===== config.mk =====
export PLATFORM = sky130hd
export DESIGN_NAME = aes_round_seq
export DESIGN_NICKNAME = d
export VERILOG_FILES = /design/src/rtl/aes_pkg.sv /design/src/rtl/aes_round_cnt.sv /design/src/rtl/aes_round_seq.sv
export SDC_FILE = /design/constraint.sdc
export NUM_CORES = 1
export LEC_CHECK = 0
export ABC_CLOCK_PERIOD_IN_PS = 2500
export CAP_MARGIN = 10
export CORE_AREA = 8 8 196 198
export DETAILED_ROUTE_END_ITERATION = 8
export DIE_AREA = 0 0 204 206
export PLACE_DENSITY = 0.58
export SYNTH_ARGS = -nofsm -noshare
export SYNTH_HDL_FRONTEND = slang
export SYNTH_SLANG_ARGS = --single-unit

===== constraint.sdc =====
create_clock -name clk -period 2.5 [get_ports clk]
set_input_delay 0.5 -clock clk [delete_from_list [all_inputs] [get_ports clk]]
set_output_delay 0.5 -clock clk [all_outputs]
set_load 0.05 [all_outputs]

===== src/rtl/aes_pkg.sv =====
// Shared types and constants for the AES round sequencer: round-type and
// sequencer-state encodings plus the round-count function.
package aes_pkg;

    typedef enum logic [1:0] {
        RND_NONE  = 2'd0,
        RND_INIT  = 2'd1,
        RND_MID   = 2'd2,
        RND_FINAL = 2'd3
    } rnd_sel_e;

    typedef enum logic [1:0] {
        ST_IDLE  = 2'd0,
        ST_PRIME = 2'd1,
        ST_ROUND = 2'd2,
        ST_DONE  = 2'd3
    } seq_state_e;

    // Nr = K/32 + 6: 10, 12 or 14 rounds for 128, 192 or 256-bit keys.
    function automatic logic [3:0] nr_of(input int unsigned k);
        return 4'(k / 32 + 6);
    endfunction

endpackage


===== src/rtl/aes_round_cnt.sv =====
// Loadable 4-bit round counter with synchronous clear, enable and a
// terminal-count flag that also stops further increments.
module aes_round_cnt
    import aes_pkg::*;
(
    input  logic       clk,
    input  logic       clr_i,
    input  logic       load_i,
    input  logic [3:0] load_val_i,
    input  logic       en_i,
    input  logic [3:0] nr_i,
    output logic [3:0] cnt_o,
    output logic       tc_o
);

    logic [3:0] cnt_q, cnt_d;

    assign tc_o  = (cnt_q == nr_i);
    assign cnt_o = cnt_q;

    always_comb begin
        cnt_d = cnt_q;
        if (clr_i) begin
            cnt_d = '0;
        end else if (load_i) begin
            cnt_d = load_val_i;
        end else if (en_i && !tc_o) begin
            cnt_d = cnt_q + 4'd1;
        end
    end

    always_ff @(posedge clk) begin
        cnt_q <= cnt_d;
    end

endmodule


===== src/rtl/aes_round_seq.sv =====
// AES round sequencer: accepts a key/block pair, primes the key-expansion
// unit, steps the datapath through INIT/MID/FINAL rounds and holds the result.
module aes_round_seq
    import aes_pkg::*;
#(
    parameter int K = 128
) (
    input  logic           clk,
    input  logic           reset,
    input  logic           in_valid,
    output logic           in_ready,
    input  logic [K-1:0]   in_key,
    input  logic [127:0]   in_block,
    output logic           ks_rst,
    output logic           ks_hold,
    output logic [K-1:0]   ks_key,
    output logic [127:0]   dp_block,
    output logic [1:0]     rnd_sel,
    output logic [3:0]     rnd_idx,
    output logic           out_valid,
    input  logic           out_ready
);

    localparam logic [3:0] NR = nr_of(K);

    seq_state_e     state_q, state_d;
    logic [K-1:0]   key_q, key_d;
    logic [127:0]   blk_q, blk_d;
    rnd_sel_e       sel;
    logic           accept;
    logic           cnt_en;
    logic           cnt_tc;

    aes_round_cnt u_cnt (
        .clk        (clk),
        .clr_i      (reset),
        .load_i     (accept),
        .load_val_i (4'd0),
        .en_i       (cnt_en),
        .nr_i       (NR),
        .cnt_o      (rnd_idx),
        .tc_o       (cnt_tc)
    );

    always_comb begin
        state_d   = state_q;
        key_d     = key_q;
        blk_d     = blk_q;
        in_ready  = 1'b0;
        ks_hold   = 1'b0;
        out_valid = 1'b0;
        sel       = RND_NONE;
        cnt_en    = 1'b0;
        case (state_q)
            ST_IDLE: begin
                in_ready = 1'b1;
                ks_hold  = 1'b1;
            end
            ST_PRIME: begin
                state_d = ST_ROUND;
            end
            ST_ROUND: begin
                if (rnd_idx == 4'd0) begin
                    sel = RND_INIT;
                end else if (cnt_tc) begin
                    sel = RND_FINAL;
                end else begin
                    sel = RND_MID;
                end
                if (cnt_tc) begin
                    state_d = ST_DONE;
                end else begin
                    cnt_en = 1'b1;
                end
            end
            ST_DONE: begin
                out_valid = 1'b1;
                ks_hold   = 1'b1;
                in_ready  = out_ready;
                if (out_ready) begin
                    state_d = ST_IDLE;
                end
            end
            default: begin
                state_d = ST_IDLE;
            end
        endcase
        // A new request overrides whatever next state was chosen above.
        accept = in_valid & in_ready & ~reset;
        if (accept) begin
            state_d = ST_PRIME;
            key_d   = in_key;
            blk_d   = in_block;
        end
        ks_rst = reset | accept;
    end

    always_ff @(posedge clk) begin
        if (reset) begin
            state_q <= ST_IDLE;
            key_q   <= '0;
            blk_q   <= '0;
        end else begin
            state_q <= state_d;
            key_q   <= key_d;
            blk_q   <= blk_d;
        end
    end

    assign ks_key   = key_q;
    assign dp_block = blk_q;
    assign rnd_sel  = sel;

endmodule


* Yosys cells after proc, flatten, opt, wreduce, memory -nomap -nowiden *
Index checks and enable logic that the tools add are counted.
W data, S select, Z words.

word-level totals
  register bits = 262
  input bits = 260
  word-level logic and storage cells = 40

cells by class
  add/sub/neg operators = 1
  eq/ne operators = 8
  multiplexer cells = 12
  bitwise operators = 4
  reduce and logical (&&, ||, !) cells = 10

operators by type and width
  cell                   number
  $mux W2                4
  $mux W1                6
  $pmux W2 S3            1
  $reduce_and A3 Y1      2
  $add A4 B1 Y4 const B  1
  $eq A2 B2 Y1 const B   2
  $eq A4 B4 Y1 const B   1
  $logic_not A4 Y1       1
  $reduce_bool A4 Y1     1
  $reduce_or A2 Y1       2
  $ne A3 B2 Y1 const B   1
  $ne A3 B3 Y1 const B   1
  $reduce_bool A3 Y1     1
  $and A1 B1 Y1          2
  $eq A2 B1 Y1 const B   1
  $logic_not A2 Y1       1
  $ne A2 B1 Y1 const B   1
  $ne A2 B2 Y1 const B   1
  $pmux W1 S2            1
  $logic_and A1 B1 Y1    1
  $logic_not A1 Y1       1
  $not A1 Y1             1
  $or A1 B1 Y1           1

* Longest topological paths before layout *
  word-level depth = 6
  depth in mapped cells = 8
  mapped depth without buffers = 6

* Hierarchy *
A second synthesis with hierarchy kept.

unflattened totals
  cells, all modules = 627
  area total of the unflattened synthesis = 8224.1 um^2

modules (own cells, without submodules)
  module         instances  cells an instance  area each (um^2)
  aes_round_seq  1          599                7921.3
  aes_round_cnt  1          28                 302.8

* Worst setup path after synthesis *
No wires, ideal clock.

  kind = reg-to-output
  from = register state_q[0]
  to = output port ks_rst
  arrival = 1.928 ns
  setup slack = 0.072 ns
  cell stages (with the launch flop) = 7
  buffers on the path = 2
  cells stage by stage = dfxtp_1 -> ha_1 -> a21oi_2 -> o21ba_1 -> buf_6 -> buf_6 -> inv_1

between the ends
  longest elaborated chain between the ends = 5
  elaborated cells between the ends (all ways) = 6
  classes of those cells = 1 x eq/ne; 1 x mux; 3 x bitwise; 1 x reduce/logical

ends and longest elaborated chain
  what                                                     line                  source
  start: declaration                                       aes_round_seq.sv:26   seq_state_e state_q, state_d;
  start signal: assignment                                 aes_round_seq.sv:104  state_q <= state_d;
  $eq A2 B2 Y1 / $logic_not A2 Y1 (equally long branches)  aes_round_seq.sv:54   case (state_q)
  $pmux W1 S2 (*)                                          aes_round_seq.sv:54
  $and A1 B1 Y1 (*) (2 in a row)                           aes_round_seq.sv:89   accept = in_valid & in_ready & ~reset;
  $or A1 B1 Y1 (*)                                         aes_round_seq.sv:95   ks_rst = reset | accept;
  end: declaration                                         aes_round_seq.sv:14   output logic ks_rst,

Every way passes the cells marked *; elsewhere a longest branch is shown, timed or not.

* Worst setup path in the final report *
  from = register u_cnt.cnt_q[2] (netlist: u_cnt.cnt_o[2])
  to = output port rnd_idx[2]

RTL lines
  what                      line                 source
  start: declaration        aes_round_cnt.sv:16  logic [3:0] cnt_q, cnt_d;
  start signal: assignment  aes_round_cnt.sv:33  cnt_q <= cnt_d;
  end: declaration          aes_round_seq.sv:19  output logic [3:0] rnd_idx,

No word-level cell between the ends.

==> flow_summary.json <==
{
  "fin_cells": 1637,
  "place_ws_ns": 0.2178,
  "fin_nets": 1421,
  "ys_ff_latch": 262,
  "routedWlPerCell_um": 19.90,
  "syn_avg_cell_area_um2": 13.19,
  "place_area_mm2": 0.01401,
  "clkLatencyLatePin_ns": 0.55,
  "power_frac_seq_pct": 29.7,
  "synth_ff_type": "dfxtp_1",
  "cts_buffer_depth": 3,
  "ir_worst_vdd_mv": 1.096,
  "cellInternalPower_mw": 11.59,
  "post-route-period-util_pct": 96.91,
  "cts_made_buffers": 29,
  "fin_ws_ns": 0.07726,
  "setup_tns_ns": 0,
  "synth_top_area_cell": "dfxtp_1",
  "grt_pass1_wl_um": 47180,
  "dp_cells": 1584,
  "p_total_mw": 19.81,
  "slowest_delay_ns": 0.90,
  "end_kind": "output pin",
  "setup_viol": 0,
  "switching_share_pct": 41.49,
  "synth_top_area_share_pct": 63.33,
  "synth_area_leaders": "dfxtp_1 (63%), a22o_1 (27%), buf_6 (3.7%)",
  "worstSetupPathDepth": 1,
  "diodes": 0,
  "tightestPinTransition_ns": 0.6495,
  "path_max_fanout": 8,
  "dr.pass1.iters": 4,
  "ff2ff_path_depth": 8,
  "fp.dieH_um": 206,
  "status": "finished, final reports clean",
  "synthCells": 628,
  "required_ns": 2.00,
  "layout-drive-gt1-share_pct": 8.078,
  "grt_max_degree": 50,
  "fin_worst_skew_ns": 0.01842,
  "synthXorXnorAreaFrac_pct": 0.1058,
  "crit_family": "buffers and inverters",
  "cts_tree": "yes",
  "start_util_pct": 23.51,
  "clock-sinks": 262,
  "coreArea_mm2": 0.03522,
  "worst_path_max_delay_cell": "clkdlybuf4s50_1",
  "finalCriticalPeriod_ns": 2.423,
  "yosys.area_share.simple_pct": 1.450,
  "routed_wirelength_um": 32580,
  "syn2layout_area_growth_pct": 82.47,
  "clockRootBuffer": "clkbuf_16",
  "path_clk_slew_ns": 0.06,
  "grt_util_all_layers_pct": 14.16,
  "overflow": 0,
  "routed_via_density": 4.436,
  "arrival_ns": 1.92,
  "antenna_found_initial": 0,
  "design_area_mm2": 0.01511,
  "critPathKind": "reg -> out",
  "muxShareOfSynthArea_pct": 0.1209,
  "rows": 69,
  "rsz0062_at_grt": "false",
  "synthAdderAreaFrac_pct": 1.058,
  "grt_pass1_vias": 7545,
  "power.switching_mw": 8.220,
  "drv_cap": 0,
  "crit_chain": "clkdlybuf4s50_1",
  "cts_max_level": 1,
  "ys_warn_count": 0,
  "p_per_area_mw_per_mm2": 1311,
  "gp_congestion": 0.7923,
  "clockPowerShare_pct": 23.4,
  "synth.distinct_cells": 25,
  "cp-start-kind": "register",
  "dpl.hpwl_um": 25120,
  "io_pins": 526,
  "hold_buffers": 0,
  "netlist_area_mm2": 0.008282,
  "relSlewSlack_pct": 56.57,
  "hold_path.class": "reg -> reg",
  "hold_violations": 0,
  "cts_setup_buffers": 0,
  "die_w_um": 204,
  "synth_top_family_by_area": "compound AO/OA/AOI/OAI gates",
  "post-route-drc-count": 0,
  "fmax_ghz": 0.4128,
  "synth_compound_area_share_pct": 28.06,
  "combPwrFrac_pct": 46.9,
  "critPathBufInv": 1,
  "whs_path_depth": 1,
  "synth_nets": 895,
  "antenna_left": 0,
  "async_flop_share_pct": 0,
  "drt_iter0_markers": 236,
  "leakage_nw": 5.857,
  "slew_violations": 0,
  "ys_seq_area_share_pct": 63.33,
  "synth_edf_count": 0,
  "port_buffers": 525,
  "vias": 7261,
  "dieArea_mm2": 0.04202
}
==> state kept, by name (all words and copies together) (netlist names) <==
| register | count |
|---|---|
| state_q | 2 |
| u_cnt.cnt_o | 4 |
| dp_block | 128 |
| ks_key | 128 |
==> cells by family after synthesis <==
| kind of cell | after synthesis |
|---|---|
| adders and majority gates | 7 |
| xor gates and xnor gates | 1 |
| AOI/OAI and AO/OA | 269 |
| muxes | 1 |
| and+or+nand+nor | 22 |
| buffers and inverters | 66 |
| DFF | 262 |
==> power groups by stage <==
stage | Sequential, mW | Combinational [mW] | Clock [mW]
CTS | 5.89 | 9.34 | 4.77
detailed placement | 5.95 | 9.30 | 0
floorplan | 9.59 | 2.26 | 0
global route | 6.03 | 9.69 | 4.93
global placement | 5.94 | 9.26 | 0
finish | 5.89 | 9.29 | 4.63
==> synth_stat cells, types with 2 or more instances <==
cell and n:
dfxtp_1 262, a22o_1 256, buf_2 29, buf_6 27
inv_1 8, ha_1 7, nor2_1 5, a21oi_1 4
nand2_1 4, nand3_1 4, o21ai_0 4, nand2b_1 3
a31oi_1 2, clkbuf_1 2
==> cell type report <==
type	count	area (um2)
Inverter	8	30.03
Tap cell	461	576.8
Multi-Input combinational cell	300	2585
Timing Repair Buffer	553	5604
Sequential cell	262	5250
Clock inverter	10	157.7
Clock buffer	43	908.4
Fill cell	3357	20110
==> per-layer routing <==
| layer | part of all wire, % | GRT usage, % | wire, um | vias up |
|---|---|---|---|---|
| li1 | - | - | - | 3465 |
| met1 | 39 | 16.06 | 12640 | 3419 |
| met2 | 48 | 24.36 | 15800 | 331 |
| met3 | 10 | 5.549 | 3409 | 46 |
| met4 | 2.2 | 4.217 | 729 | 0 |
| met5 | 0 | 0 | 0 | - |
==> through the flow <==
| step | hold WS (ns) | utilization [%] |
|---|---|---|
| global placement | 0.4595 | 39.79 |
| detailed placement | 0.4624 | 39.79 |
| finish | 0.4744 | 42.90 |
| floorplan | 0.4903 | - |
| global route | 0.4904 | 42.90 |
| CTS | 0.4797 | 42.86 |
==> timing repair <==
| action | CTS | global route |
|---|---|---|
| endpoints found under the hold margin | 0 | 0 |
| setup endpoints to repair | 1 | 1 |
| gates resized for setup | 6 | 2 |
==> placed cells by master (no fill, tap or decap), types with 2 or more instances in the layout <==
master and n:
clkbuf_8 13, nor2_1 5, nand2b_1 2, bufinv_16 4, buf_4 21, ha_1 5
nand3_1 4, clkbuf_16 29, a21oi_1 4, clkinv_2 4, o21ai_0 4, inv_1 8
buf_12 12, inv_6 2, nand2_1 4, dfxtp_1 260, a22o_1 256, clkdlybuf4s50_1 519
a31oi_1 2
==> worst paths after layout <==
check | start | to | slack [ns]
max | u_cnt.cnt_o[2] | rnd_idx[2] | 0.08
min | ks_key[114] | ks_key[114] | 0.47
max reg2reg | state_q[0] | dp_block[84] | 0.52
min reg2reg | ks_key[114] | ks_key[114] | 0.47
Note: power is estimated with default switching activity, not from simulation.
